$ cat src/rtl/downsample_pkg.sv
// Shared encodings and width helpers for the 2x2 average-pool downsampler.
package downsample_pkg;

  // Controller state encoding
  localparam logic [1:0] ST_IDLE  = 2'd0;
  localparam logic [1:0] ST_RUN   = 2'd1;
  localparam logic [1:0] ST_DRAIN = 2'd2;
  localparam logic [1:0] ST_DONE  = 2'd3;

  // Position of a sample inside its 2x2 window, in read order
  localparam logic [1:0] PH_TL = 2'd0;
  localparam logic [1:0] PH_TR = 2'd1;
  localparam logic [1:0] PH_BL = 2'd2;
  localparam logic [1:0] PH_BR = 2'd3;

  // Input buffer address width for an img_w x img_w map
  function automatic int ds_addr_w(input int img_w);
    return 2 * $clog2(img_w);
  endfunction

  // Output buffer address width; a 2x2 map has a single output word but keeps a 1-bit port
  function automatic int ds_out_addr_w(input int img_w);
    return (img_w > 2) ? (2 * $clog2(img_w) - 2) : 1;
  endfunction

  // Input address of read k: window n = k/4 in raster order, sample order TL, TR, BL, BR
  function automatic int unsigned ds_rd_addr(input int unsigned k, input int unsigned img_w);
    int unsigned n, half, r, c;
    n    = k >> 2;
    half = img_w >> 1;
    r    = n / half;
    c    = n % half;
    return (2 * r + ((k >> 1) & 1)) * img_w + 2 * c + (k & 1);
  endfunction

endpackage

$ cat src/rtl/avg_pool_acc.sv
// Accumulates the four samples of one 2x2 window and registers their floor-average.
module avg_pool_acc
  import downsample_pkg::*;
#(
  parameter int DATA_W     = 16,
  parameter int OUT_ADDR_W = 4
) (
  input  logic                         clk,
  input  logic                         rst,
  input  logic                         valid,
  input  logic [1:0]                   phase,
  input  logic signed [DATA_W-1:0]     sample,
  input  logic [OUT_ADDR_W-1:0]        win_idx,
  output logic                         wr_en,
  output logic [OUT_ADDR_W-1:0]        wr_addr,
  output logic signed [DATA_W-1:0]     wr_data
);

  // Two guard bits hold the sum of four samples without overflow
  localparam int ACC_W = DATA_W + 2;

  logic signed [ACC_W-1:0] acc_q;
  logic signed [ACC_W-1:0] sample_ext;
  logic signed [ACC_W-1:0] sum;

  assign sample_ext = {{2{sample[DATA_W-1]}}, sample};
  assign sum        = acc_q + sample_ext;

  // Accumulate per phase; the last sample of a window emits a one-cycle write
  always_ff @(posedge clk or posedge rst) begin
    if (rst) begin
      acc_q   <= '0;
      wr_en   <= 1'b0;
      wr_addr <= '0;
      wr_data <= '0;
    end else begin
      wr_en <= 1'b0;
      if (valid) begin
        case (phase)
          PH_TL:        acc_q <= sample_ext;
          PH_TR, PH_BL: acc_q <= sum;
          PH_BR: begin
            wr_en   <= 1'b1;
            wr_addr <= win_idx;
            // Arithmetic shift gives floor division for negative sums too
            wr_data <= DATA_W'(sum >>> 2);
          end
          default: acc_q <= acc_q;
        endcase
      end
    end
  end

endmodule

$ cat src/rtl/control_unit_downsample.sv
// Frame controller for 2x2 average-pool downsampling: sweeps the input buffer one
// read per cycle in window order and feeds the returning samples to the accumulator.
module control_unit_downsample
  import downsample_pkg::*;
#(
  parameter int  IMG_W      = 8,
  parameter int  DATA_W     = 16,
  localparam int ADDR_W     = ds_addr_w(IMG_W),
  localparam int OUT_ADDR_W = ds_out_addr_w(IMG_W)
) (
  input  logic                     clk,
  input  logic                     rst,
  input  logic                     start,
  output logic                     busy,
  output logic                     done,
  output logic                     rd_en,
  output logic [ADDR_W-1:0]        rd_addr,
  input  logic signed [DATA_W-1:0] rd_data,
  output logic                     wr_en,
  output logic [OUT_ADDR_W-1:0]    wr_addr,
  output logic signed [DATA_W-1:0] wr_data
);

  localparam logic [ADDR_W-1:0] K_LAST = {ADDR_W{1'b1}};

  logic [1:0]            state_q, state_d;
  logic [ADDR_W-1:0]     k_q, k_d;
  logic                  drain_q, drain_d;
  logic [ADDR_W-1:0]     addr_calc;
  logic [ADDR_W-1:0]     addr_hold_q;
  logic [OUT_ADDR_W-1:0] win_idx;

  // Read data returns one cycle later, so phase and window travel with it
  logic                  rd_valid_q;
  logic [1:0]            rd_phase_q;
  logic [OUT_ADDR_W-1:0] rd_win_q;

  assign addr_calc = ADDR_W'(ds_rd_addr(32'(k_q), $unsigned(IMG_W)));
  assign win_idx   = OUT_ADDR_W'(k_q >> 2);

  // Next-state logic: RUN for IMG_W^2 reads, two DRAIN cycles, one DONE cycle
  always_comb begin
    state_d = state_q;
    k_d     = k_q;
    drain_d = drain_q;
    case (state_q)
      ST_IDLE: begin
        if (start) state_d = ST_RUN;
      end
      ST_RUN: begin
        // k wraps to zero on the final read, ready for the next frame
        k_d = k_q + ADDR_W'(1);
        if (k_q == K_LAST) state_d = ST_DRAIN;
      end
      ST_DRAIN: begin
        drain_d = ~drain_q;
        if (drain_q) state_d = ST_DONE;
      end
      ST_DONE: begin
        state_d = ST_IDLE;
      end
      default: state_d = ST_IDLE;
    endcase
  end

  // Controller state, read counter and the read pipeline tags
  always_ff @(posedge clk or posedge rst) begin
    if (rst) begin
      state_q     <= ST_IDLE;
      k_q         <= '0;
      drain_q     <= 1'b0;
      addr_hold_q <= '0;
      rd_valid_q  <= 1'b0;
      rd_phase_q  <= PH_TL;
      rd_win_q    <= '0;
    end else begin
      state_q    <= state_d;
      k_q        <= k_d;
      drain_q    <= drain_d;
      rd_valid_q <= (state_q == ST_RUN);
      rd_phase_q <= k_q[1:0];
      rd_win_q   <= win_idx;
      if (state_q == ST_RUN) addr_hold_q <= addr_calc;
    end
  end

  // Status and read-port outputs; rd_addr keeps the last issued address outside RUN
  always_comb begin
    busy    = (state_q == ST_RUN) || (state_q == ST_DRAIN);
    done    = (state_q == ST_DONE);
    rd_en   = (state_q == ST_RUN);
    rd_addr = rd_en ? addr_calc : addr_hold_q;
  end

  avg_pool_acc #(
    .DATA_W     (DATA_W),
    .OUT_ADDR_W (OUT_ADDR_W)
  ) u_acc (
    .clk     (clk),
    .rst     (rst),
    .valid   (rd_valid_q),
    .phase   (rd_phase_q),
    .sample  (rd_data),
    .win_idx (rd_win_q),
    .wr_en   (wr_en),
    .wr_addr (wr_addr),
    .wr_data (wr_data)
  );

endmodule

$ cat config.mk
export PLATFORM = sky130hd
export DESIGN_NAME = control_unit_downsample
export DESIGN_NICKNAME = d
export VERILOG_FILES = /design/src/rtl/downsample_pkg.sv /design/src/rtl/avg_pool_acc.sv /design/src/rtl/control_unit_downsample.sv
export SDC_FILE = /design/constraint.sdc
export NUM_CORES = 1
export LEC_CHECK = 0
export ABC_AREA = 1
export CAP_MARGIN = 30
export CORE_AREA = 2 2 87 89
export DETAILED_ROUTE_END_ITERATION = 10
export DIE_AREA = 0 0 89 91
export GPL_TIMING_DRIVEN = 0
export PLACE_DENSITY_LB_ADDON = 0.05
export RECOVER_POWER = 100
export SLEW_MARGIN = 20
export SYNTH_ARGS = -nofsm -noshare
export SYNTH_HDL_FRONTEND = slang
export SYNTH_SLANG_ARGS = --single-unit
$ cat constraint.sdc
create_clock -name clk -period 1.9 [get_ports clk]
set_input_delay 0.38 -clock clk [delete_from_list [all_inputs] [get_ports clk]]
set_output_delay 0.38 -clock clk [all_outputs]
set_load 0.02 [all_outputs]
* After elaboration in Yosys (flattened, before gate mapping)
Index checks and enable logic that the tools add are counted.
Operators by class: equal/unequal tests 10, $add $sub $neg 5, reduce and logical (&&, ||, !) cells 8, bitwise gates (word level) 1, muxes and demuxes 8
Operator list (number):
- $pmux W18 S2 | 1
- $add A18 B16 Y18 | 1
- $eq A2 B2 Y1 const B | 4
- $pmux W2 S4 | 1
- $add A6 B1 Y6 | 1
- $add A6 B1 Y6 const B | 1
- $add A6 B3 Y6 | 1
- $eq A6 B6 Y1 const B | 1
- $mux W2 | 3
- $mux W6 | 1
- $eq A2 B1 Y1 const B | 2
- $logic_not A2 Y1 | 2
- $ne A2 B2 Y1 const B | 2
- $reduce_and A2 Y1 | 2
- $add A3 B1 Y3 | 1
- $reduce_and A3 Y1 | 1
- $mux W1 | 2
- $ne A2 B1 Y1 const B | 1
- $reduce_bool A2 Y1 | 1
- $reduce_or A2 Y1 | 1
- $logic_or A1 B1 Y1 | 1
- $not A1 Y1 | 1
Word-level totals: register bits after elaboration 61, output and inout port bits 30, word-level logic and storage cells 43

* Longest topological paths before layout
depth in word-level cells 4, mapped depth 14

* Cells and area by module
From an unflattened synthesis, not the netlist that was laid out.
Second synthesis, totals: cell total of the unflattened synthesis 453, area total of the unflattened synthesis 3539.6 sq um
Modules (own cells, without submodules):
- avg_pool_acc | cells an instance 368, times used 1, area an instance 2607.5 sq um, seq. area each 975.9 sq um
- control_unit_downsample | cells an instance 85, times used 1, area an instance 932.1 sq um, seq. area each 550.5 sq um

* Worst setup path after synthesis
OpenSTA, ideal clock, no wires.
path kind register to output, start point register state_q[1], end point output rd_addr[0], slack -0.210 ns, arrival time 1.730 ns, cell stages (with the launch flop) 6, data required time 1.520 ns, path buffers 1, cells stage by stage dfrtp_1 > inv_1 > ha_1 > inv_1 > clkbuf_1 > o21ai_0
On the way: longest elaborated chain between the ends 2
Ends and longest elaborated chain:
- from (decl) | line control_unit_downsample.sv:26 | logic [1:0] state_q, state_d;
- from (signal assigned) | line control_unit_downsample.sv:77 | state_q <= state_d;
- $eq A2 B1 Y1 | line control_unit_downsample.sv:91 | rd_en = (state_q == ST_RUN);
- via rd_en | line control_unit_downsample.sv:16 | output logic rd_en,
- $mux W6 | line control_unit_downsample.sv:92 | rd_addr = rd_en ? addr_calc : addr_hold_q;
- to (decl) | line control_unit_downsample.sv:17 | output logic [ADDR_W-1:0] rd_addr,
The timed path passes the listed nets, and every way through them passes these cells.

* Worst setup path in the final report
start point input rd_data[9], end point register u_acc.acc_q[14]
On the way: longest elaborated chain between the ends 2
Ends and longest elaborated chain:
- from (decl) | line control_unit_downsample.sv:18 | input logic signed [DATA_W-1:0] rd_data,
- $add A18 B16 Y18 | line avg_pool_acc.sv:27 | assign sum = acc_q + sample_ext;
- $pmux W18 S2 | line avg_pool_acc.sv:39 | case (phase)
- to (signal assigned) | line avg_pool_acc.sv:40 | PH_TL: acc_q <= sample_ext;
- to (signal assigned) | line avg_pool_acc.sv:41 | PH_TR, PH_BL: acc_q <= sum;
- to (signal assigned) | line avg_pool_acc.sv:48 | default: acc_q <= acc_q;
- to (decl) | line avg_pool_acc.sv:22 | logic signed [ACC_W-1:0] acc_q;
No other way between the ends. A chain may end at the register's enable or synchronous reset.

==> impl_metrics.ini <==
[status]
status = complete, but fails checks
violations = negative setup slack

[route]
drcViolationCount = 0
vias = 3086
first_pass_iters = 5
wire_per_inst_um = 14.11
drt-initial-drc-count = 113
drt-vias-per-instance = 5.002
wirelength_mm = 8.703
ant_nets = 0

[clock_network]
path_clk_slew_ns = 0.08
root_buffer = clkbuf_8
insertion_delay_ns = 0.35
cts_tree = done
cts-htree-levels = 3
numCtsBuffers = 9
postCtsHoldBufs = 0
clk_path_buf_depth = 2
cts_sinks = 61

[synth]
synth_area_leaders = dfrtp_1, nand2_1, ha_1, inv_1, nor2_1
synthArstFlopShare_pct = 100.0
yosys_warnings = 0
synth_flop_cell = dfrtp_1
synth_area_um2 = 3483
yosysTopAreaCellShare_pct = 43.82
synth_nets = 486
ys_seq_elements = 61
syn_inst = 442
syn_area_per_cell_um2 = 7.881
yosysTopAreaCell = dfrtp_1
synth_commonest_cells = nand2_1, dfrtp_1, inv_1, nor2_1, nand3_1
synth_most_common_cell = nand2_1
synthDistinctLibCells = 33
synth_edf_count = 0
ys_seq_area_share_pct = 43.82

[setup_path]
cpMaxStageDelayCell = clkdlybuf4s50_1
critPathMaxStageDelay_ns = 0.45
reg2reg_from = u_acc.acc_q[0]$_DFFE_PP0P_
cpMostUsedCell = nand2_1
cp-start-kind = input port
required_ns = 2.14
arrival_ns = 2.23
crit_path_end_kind = register
worstReg2RegEnd = u_acc.acc_q[10]$_DFFE_PP0P_
reg2reg_slack_ns = -0.04
cpLargestDelayFamily = simple AND/OR/NAND/NOR gates
r2r_cells = 13
cp_max_fo = 5
path_cells = clkdlybuf4s50_1 -> ha_1 -> a21oi_2 -> nand2_1 -> a21oi_1 -> nand2_1 -> nand2_2 -> nand3_2 -> nand2_1 -> nand2_1
path_class = input port to register
crit_buf_inv = 1

[worst_hold_path]
hold_path_end = rd_win_q[3]$_DFF_PP0_
whs_path_depth = 0
hold_path.class = register to register
min_from = k_q[5]$_DFFE_PP0P_

[floorplan]
core-area_um2 = 7137
initial_core_util_pct = 48.81
rows = 31
fp.dieH_um = 91
die-area_um2 = 8099
io_pins = 49
dieWidth_um = 89

[global_route]
grt_util_all_layers_pct = 22.65
grt_max_degree = 36
grt_pass1_vias = 2992
grt-ovfl-total = 0
antenna_found_initial = 0
grt_first_pass_wirelength_mm = 14.07

[pwr]
ir_worst_vdd_mv = 1.225
leakage_nw = 2.365
p_total_w = 0.008999
powerDensity_nw_per_um2 = 1911

[place]
place_congestion = 0.8861
io_buffers = 48
placed_area_um2 = 4110
dp_hpwl_mm = 6.047

[timing]
finalHoldViolCount = 0
setup_slack_ns = -0.09121
fin_crit_ns = 1.991
worst_pin_slew_ns = 1.023
maxSlewViolCount = 0
relSlewSlack_pct = 31.71
finClkSkew_ns = 0.008911
min_period_over_period_pct = 104.8
setup_violations = 8
fmax_mhz = 502.2
rsz0062_at_grt = true

[layout]
design_area_um2 = 4710
areaGrowthSynthToFinish_pct = 35.20
nNetsFinal = 557
post-route-util_pct = 65.99
fillerInstances = 636
antenna_cells = 0
drive_gt1_share_pct = 18.92

[job]
cap_viol_max_count = 0
==> state kept, by name, summed over array words and instances, names as in the netlist <==
register,cells
u_acc.acc_q,18
u_acc.wr_data,16
addr_hold_q,6
k_q,6
rd_win_q,4
u_acc.wr_addr,4
rd_phase_q,2
state_q,2
drain_q,1
rd_valid_q,1
u_acc.wr_en,1
==> layout by cell type, fill, tap and decap left out, types with 4 or more instances in the layout <==
cell             netlist  routed
dlygate4sd3_1          0      22
inv_1                 47      44
clkbuf_8               0       9
nand3_2                4       8
ha_4                   0      11
dfrtp_1               61      61
nand2_2                6      14
xor2_1                10       8
nor2_1                42      40
nand3_1               27      23
a21oi_1               25      22
a21oi_2                5       8
a31oi_1                5       5
inv_2                  2       4
nand2_1              134     125
buf_6                  0       6
ha_1                  24      12
o21ai_0               15      10
buf_4                  0       7
dlymetal6s2s_1         0       6
o21ai_4                0       5
clkbuf_1               7       9
clkdlybuf4s50_1        0      10
==> stage by stage <==
step           setup TNS [ns]  hold WS, ns  cells  worst slack (ns)
2_1_floorplan         -0.2937       0.3537    442          -0.05874
3_3_place_gp           -83.84       0.3620    589            -1.143
3_5_place_dp           -14.74       0.3650    590           -0.6437
4_1_cts               -0.4735       0.3704    612          -0.07539
5_1_grt                -2.673       0.3977    617           -0.2308
6_report              -0.2414       0.3788    617          -0.09121
==> metal layers <==
metal | track usage, % | up-vias | routed length (um)
li1 | - | 1557 | -
met5 | 0 | - | 0
met3 | 5.182 | 16 | 444
met4 | 8.955 | 0 | 185
met2 | 37.31 | 74 | 4349
met1 | 28.46 | 1439 | 3724
==> report_power, final <==
part	switching [W]	leakage [nW]	internal, W	total (W)
clock network	0.000558	0.107	0.000739	0.00130
registers	0.000375	0.740	0.00190	0.00227
logic	0.00326	1.52	0.00218	0.00543
==> layout make-up <==
class	instances	area, um2	share of cell area [%]
inverter	49	188.9	4.012
clock inverter	6	86.33	1.833
multi-input combinational	322	2014	42.77
sequential	61	1526	32.41
timing repair buffer	60	585.6	12.43
buffer	10	56.30	1.196
clock buffer	10	127.6	2.710
tap	99	123.9	2.630
==> what timing repair did <==
item / CTS / global route
setup buffers: 5 / 5
pin swaps: 9 / 13
hold endpoints to repair: 0 / 0
cloned: 1 / 0
setup endpoints to repair: 22 / 31
gates resized for setup: 61 / 53
==> worst max-delay path by stage <==
stage	startpoint	slack (ns)	depth (start not counted)	to
final	rd_data[9]	-0.09	10	u_acc.acc_q[14]$_DFFE_PP0P_
after floorplan	state_q[1]$_DFFE_PP0P_	-0.06	5	rd_addr[0]
after CTS	u_acc.acc_q[0]$_DFFE_PP0P_	-0.08	12	u_acc.acc_q[16]$_DFFE_PP0P_
after global routing	u_acc.acc_q[0]$_DFFE_PP0P_	-0.23	13	u_acc.acc_q[10]$_DFFE_PP0P_
after global placement	rst	-1.14	2	u_acc.wr_data[7]$_DFFE_PP0P_
after detailed placement	rd_data[0]	-0.64	14	u_acc.acc_q[14]$_DFFE_PP0P_
==> logic make-up after synthesis <==
logic type	count (synthesis)	share of synthesized area, %
adders and majority gates	25	9.195
xor gates and xnor gates	12	3.017
AOI/OAI and AO/OA	62	10.49
DFF	61	43.82
buffers and inverters	59	6.538
and+or+nand+nor	223	26.94
(Power assumes the default switching activity.)
